**src/rtl/ram_port_arbiter.sv**
```systemverilog
// Round-robin arbiter sharing one single-port RAM between NUM_REQ requesters,
// with an optional bounded lock for exclusive back-to-back (read-modify-write) access.
module ram_port_arbiter #(
    parameter int NUM_REQ  = 2,
    parameter int ADDR_W   = 32,
    parameter int DATA_W   = 32,
    parameter int LOCK_MAX = 16
) (
    input  logic                      clk,
    input  logic                      rst_n,
    input  logic [NUM_REQ-1:0]        req_valid,
    output logic [NUM_REQ-1:0]        req_ready,
    input  logic [NUM_REQ-1:0]        req_we,
    input  logic [NUM_REQ-1:0]        req_lock,
    input  logic [NUM_REQ*ADDR_W-1:0] req_addr,
    input  logic [NUM_REQ*DATA_W-1:0] req_wdata,
    output logic [NUM_REQ-1:0]        resp_valid,
    output logic [DATA_W-1:0]         resp_rdata,
    output logic [ADDR_W-1:0]         ram_address,
    output logic [DATA_W-1:0]         ram_wr_data,
    output logic                      ram_we,
    input  logic [DATA_W-1:0]         ram_rd_data
);
    localparam int IDX_W = $clog2(NUM_REQ);
    localparam int CNT_W = $clog2(LOCK_MAX + 1);

    typedef enum logic {UNLOCKED, LOCKED} state_t;

    state_t             state_reg, state_next;
    logic [IDX_W-1:0]   owner_reg, owner_next;
    logic [IDX_W-1:0]   prio_reg, prio_next;
    logic [CNT_W-1:0]   lock_cnt_reg, lock_cnt_next;
    logic [NUM_REQ-1:0] resp_valid_reg;
    logic [DATA_W-1:0]  rdata_hold_reg;

    logic [ADDR_W-1:0]  addr_arr  [NUM_REQ];
    logic [DATA_W-1:0]  wdata_arr [NUM_REQ];

    logic               grant_any;
    logic [IDX_W-1:0]   grant_idx;
    logic               timeout;

    generate
        for (genvar gi = 0; gi < NUM_REQ; gi++) begin : g_unpack
            assign addr_arr[gi]  = req_addr[gi*ADDR_W +: ADDR_W];
            assign wdata_arr[gi] = req_wdata[gi*DATA_W +: DATA_W];
        end
    endgenerate

    assign timeout = (state_reg == LOCKED) && (lock_cnt_reg == CNT_W'(LOCK_MAX - 1));

    // Winner selection; nothing is granted while reset is held.
    always_comb begin
        grant_any = 1'b0;
        grant_idx = '0;
        if (rst_n) begin
            if (state_reg == LOCKED) begin
                if (req_valid[owner_reg]) begin
                    grant_any = 1'b1;
                    grant_idx = owner_reg;
                end
            end else begin
                for (int k = 0; k < NUM_REQ; k++) begin
                    if (!grant_any && req_valid[(int'(prio_reg) + k) % NUM_REQ]) begin
                        grant_any = 1'b1;
                        grant_idx = IDX_W'((int'(prio_reg) + k) % NUM_REQ);
                    end
                end
            end
        end
    end

    always_ff @(posedge clk or negedge rst_n) begin
        if (!rst_n) begin
            state_reg      <= UNLOCKED;
            owner_reg      <= '0;
            prio_reg       <= '0;
            lock_cnt_reg   <= '0;
            resp_valid_reg <= '0;
            rdata_hold_reg <= '0;
        end else begin
            state_reg      <= state_next;
            owner_reg      <= owner_next;
            prio_reg       <= prio_next;
            lock_cnt_reg   <= lock_cnt_next;
            resp_valid_reg <= req_ready;
            if (|resp_valid_reg) begin
                rdata_hold_reg <= ram_rd_data;
            end
        end
    end

    always_comb begin
        state_next    = state_reg;
        owner_next    = owner_reg;
        prio_next     = prio_reg;
        lock_cnt_next = lock_cnt_reg;
        if (grant_any) begin
            prio_next = (grant_idx == IDX_W'(NUM_REQ - 1)) ? '0 : grant_idx + IDX_W'(1);
        end
        case (state_reg)
            UNLOCKED: begin
                if (grant_any && req_lock[grant_idx]) begin
                    state_next    = LOCKED;
                    owner_next    = grant_idx;
                    lock_cnt_next = '0;
                end
            end
            LOCKED: begin
                lock_cnt_next = lock_cnt_reg + CNT_W'(1);
                // Timeout wins over the owner's lock bit at the same edge.
                if (timeout || (grant_any && !req_lock[owner_reg])) begin
                    state_next    = UNLOCKED;
                    lock_cnt_next = '0;
                end
            end
            default: begin
                state_next    = UNLOCKED;
                lock_cnt_next = '0;
            end
        endcase
    end

    always_comb begin
        req_ready   = '0;
        ram_address = '0;
        ram_wr_data = '0;
        ram_we      = 1'b0;
        if (grant_any) begin
            req_ready[grant_idx] = 1'b1;
            ram_address          = addr_arr[grant_idx];
            ram_wr_data          = wdata_arr[grant_idx];
            ram_we               = req_we[grant_idx];
        end
    end

    // The RAM output is already registered, so it is forwarded directly in the response cycle.
    assign resp_valid = resp_valid_reg;
    assign resp_rdata = (|resp_valid_reg) ? ram_rd_data : rdata_hold_reg;

endmodule

```
**config.mk**
```make
export PLATFORM = sky130hd
export DESIGN_NAME = ram_port_arbiter
export DESIGN_NICKNAME = d
export VERILOG_FILES = /design/src/rtl/ram_port_arbiter.sv
export SDC_FILE = /design/constraint.sdc
export NUM_CORES = 1
export LEC_CHECK = 0
export ABC_AREA = 1
export CAP_MARGIN = 20
export CORE_AREA = 2 2 105 107
export DETAILED_ROUTE_END_ITERATION = 8
export DIE_AREA = 0 0 107 109
export PLACE_DENSITY = 0.71
export SETUP_SLACK_MARGIN = 0.1
export SYNTH_ARGS = -nofsm -noshare
export SYNTH_HDL_FRONTEND = slang
export SYNTH_SLANG_ARGS = --single-unit
```
**constraint.sdc**
```tcl
create_clock -name clk -period 3.1 [get_ports clk]
set_clock_uncertainty 0.2 [all_clocks]
set_input_delay 0.465 -clock clk [delete_from_list [all_inputs] [get_ports clk]]
set_output_delay 0.465 -clock clk [all_outputs]
set_load 0.03 [all_outputs]
```
==> run summary <==
The detailed-placement wirelength estimate is 8290 um. The total die area was 11700 um^2. For the pin with the worst max-slew slack, the measured transition is 0.510 ns. For the number of nets in the synthesized netlist, the log shows 517. The worst hold path belongs to the class in -> async.

The final-stage net count is 783, and the total core area is 10600 um^2. The horizontal die dimension works out to 107 um. Yosys mapped a number of flops with a built-in enable equal to 0. The number of standard cells in the layout, taps in and fillers out is 755, and the number of buffers on the longest clock path is 2.

The vias after detailed routing came out at 3237. The post-synth design cell area was 2610 um^2. In the final routed layout, each cell accounts on average for 13.3 um.

The tools report the initial core utilization as 24.6%. The run gives 0.788 as the final estimated routing congestion in global placement. Counting I/O delays and the setup requirement, the final critical path takes 2.86 ns.

On the worst path, the slowest cell contributes a delay of 0.61 ns. The share of flip-flops with an asynchronous set or reset after synthesis was 100%. The tools report the number of hold violations in the final report as 0.

STA puts the critical path data required time at 2.43 ns. The tools report the floorplan row count as 38. Entering global routing, the biggest net connects 42 pins. Setup repair after global routing left no endpoint under its margin. The run gives 5.20% as the routing usage on met3.

The area growth from synthesis to layout is 107%. The H-tree was split into 2 levels. Start-to-end type of the worst setup path: reg -> out. Final number of setup-violating endpoints: 0. Synthesis produced a netlist whose cell count is 347. The flip-flop count of the largest register, all copies and words added was 32. The distinct cell type count of the synthesized netlist came out at 20. Among all stages on the critical path, the largest delay is contributed by sky130_fd_sc_hd__clkdlybuf4s50_1. For this design the ratio of total power to cell area is 743 nW/um^2.

Dividing the synthesized area by the synthesized cell count gives 7.53 um^2. Synthesis inferred 42 register bits. The first global-routing pass estimated 14600 um of wire. The count of nets left with antenna violations after detail routing was 0; the ratio of routed vias to standard cells was 4.29.

After layout, the worst path uses 92.2% of the clock period. In the global route stage, overall resource usage came out at 15.5%. The signal arrival time at the worst endpoint was 2.19 ns. After detailed placement, the design holds a cell count of 745.

Measured against its own limit, the worst slew margin works out to 66.0%. STA classifies the critical path startpoint as a register. The remaining global-route overflow was 0. The initial antenna violation count is 1. Global routing consumed, on the met2 layer, 30.1% of the routing resources. The commonest cells after synthesis are 210 x sky130_fd_sc_hd__nand2_1, 42 x sky130_fd_sc_hd__dfrtp_1, 32 x sky130_fd_sc_hd__mux2_2. Clock-pin slew was measured on the worst setup and hold paths at 0.08 ns. The tools report the met1 capacity usage during global routing as 16.1%. The post-CTS repair timing setup buffer count was 0; the DRC violation total after the first TritonRoute iteration was 125.

The logs give 0 ns for the summed negative setup slack over all endpoints and 269 for the total I/O pin count. The cell sitting at the root of the clock tree is a sky130_fd_sc_hd__clkbuf_8. Standby leakage power: 0.00261 uW.

Cells with a size suffix above 1 make up 21.8% of the layout. IR analysis of the VDD net gives a maximum drop of 0.633 mV. The run gives 3091 as the number of global-route vias before repair. In the post-synthesis netlist, the cell with the most instances is sky130_fd_sc_hd__nand2_1. The flow ran to the end, and the final reports show no timing, DRC or antenna violations.

Summed over all instances, the cell type with the most area after synthesis is sky130_fd_sc_hd__dfrtp_1. Sequential area share after synthesis: 40.2%. By area the synthesized netlist is led by sky130_fd_sc_hd__dfrtp_1 40%, sky130_fd_sc_hd__nand2_1 30%, sky130_fd_sc_hd__mux2_2 14%.

CTS buffer count: 5. The share of synthesized area in the top cell type comes to 40.2%. STA classifies the critical path endpoint as an output port. After global routing, the most crowded layer is met2. TritonCTS built the clock tree. The number of max-slew violations in the final report came out at 0.

Detailed-routing iteration count for the pre-antenna-repair pass: 7. The final layout contains routed wiring with a total length of 10000 um. Peak fanout along the critical path: 26. For this run, design rule violations remaining after detail routing come to 0.

The signal on the critical path passes through nor2_4, buf_12, mux2_2, clkdlybuf4s50_1. The tree built by TritonCTS fans out to 42 sinks. The floorplan step set the die height to 109 um.

In the synthesized netlist the dominant register cell turns out to be sky130_fd_sc_hd__dfrtp_1. The tools report the clock insertion delay at the later pin of the skew report as 0.28 ns. The warning count from the yosys run is 0.

The max-capacitance violation count came out at 0. The number of port buffers came out at 268. Maximum operating frequency: 350 MHz.
==> power breakdown <==
group | internal, uW | switching [uW] | leakage (uW) | total [uW]
Combinational | 1190 | 1590 | 0.00206 | 2770
Clock | 184 | 184 | 0.0000489 | 368
Sequential | 785 | 86.6 | 0.000502 | 871
==> cell usage in the layout (no fill, tap or decap), types with 2 or more instances in the layout <==
master	n
sky130_fd_sc_hd__nand2_1	210
sky130_fd_sc_hd__nand3_1	5
sky130_fd_sc_hd__clkdlybuf4s50_1	200
sky130_fd_sc_hd__clkbuf_8	6
sky130_fd_sc_hd__mux2_2	32
sky130_fd_sc_hd__nand4_1	5
sky130_fd_sc_hd__buf_4	68
sky130_fd_sc_hd__ha_1	2
sky130_fd_sc_hd__o21ai_0	3
sky130_fd_sc_hd__dfrtp_1	42
sky130_fd_sc_hd__inv_1	9
sky130_fd_sc_hd__nand2_2	12
sky130_fd_sc_hd__inv_2	2
sky130_fd_sc_hd__buf_12	6
==> routing by layer <==
metal,wire length [um],part of all wire [%]
met4,137,1.4
met2,5280,53
met3,981,9.8
met5,0,0
met1,3610,36
==> final timing paths <==
check,from,to,slack [ns],depth (start not counted)
worst min register to register,rdata_hold_reg[25],rdata_hold_reg[25],0.30,1
min in group clk,rdata_hold_reg[25],rdata_hold_reg[25],0.30,1
max in group asynchronous,rst_n,prio_reg,2.22,2
worst min-delay path,rst_n,rdata_hold_reg[16],0.12,2
worst max register to register,lock_cnt_reg[0],lock_cnt_reg[2],1.40,9
worst max-delay path,resp_valid[1],resp_rdata[8],0.24,4
==> cell type report <==
type | count | area [um^2]
Timing Repair Buffer | 276 | 2650
Multi-Input combinational cell | 276 | 1380
Clock inverter | 1 | 8.76
Inverter | 12 | 47.5
Clock buffer | 7 | 86.3
Fill cell | 981 | 5200
Tap cell | 140 | 175
Antenna cell | 1 | 2.50
Sequential cell | 42 | 1050
==> per-stage QoR <==
step | power (uW) | utilization (%) | cell area (um^2) | worst slack [ns] | hold slack [ns]
global placement | 3630 | 49.9 | 5290 | 0.309 | 0.0788
global route | 4250 | 50.9 | 5400 | 0.132 | 0.171
detailed placement | 3660 | 49.9 | 5290 | 0.273 | 0.0809
CTS | 4050 | 50.9 | 5400 | 0.211 | 0.134
floorplan | 2530 | - | 2610 | 1.02 | -0.0306
finish | 4010 | 50.9 | 5400 | 0.243 | 0.117
==> critical path: cells and delay by family, from the launching register on <==
kind	cells	cell delay [ns]
buffers and inverters	2	0.84
muxes	1	0.38
DFF	1	0.43
and+or+nand+nor	1	0.26
==> cells by family (layout without fill, tap and decap cells) <==
logic type | Yosys count | in the layout | share of synthesized area [%]
compound gates | 4 | 4 | 0.910
mux | 32 | 32 | 13.8
fa+ha+maj | 2 | 2 | 0.958
xor+xnor | 1 | 1 | 0.335
simple gates | 237 | 237 | 36.7
buf+inv | 29 | 296 | 7.09
flops | 42 | 42 | 40.2
other cells | 0 | 1 | 0
==> timing repair <==
item	CTS	global route
resized for setup	1	0
endpoints found under the hold margin	1	0
endpoints found under the setup margin	17	0
hold buffers	1	0
Power figures use the tool's default switching activity.
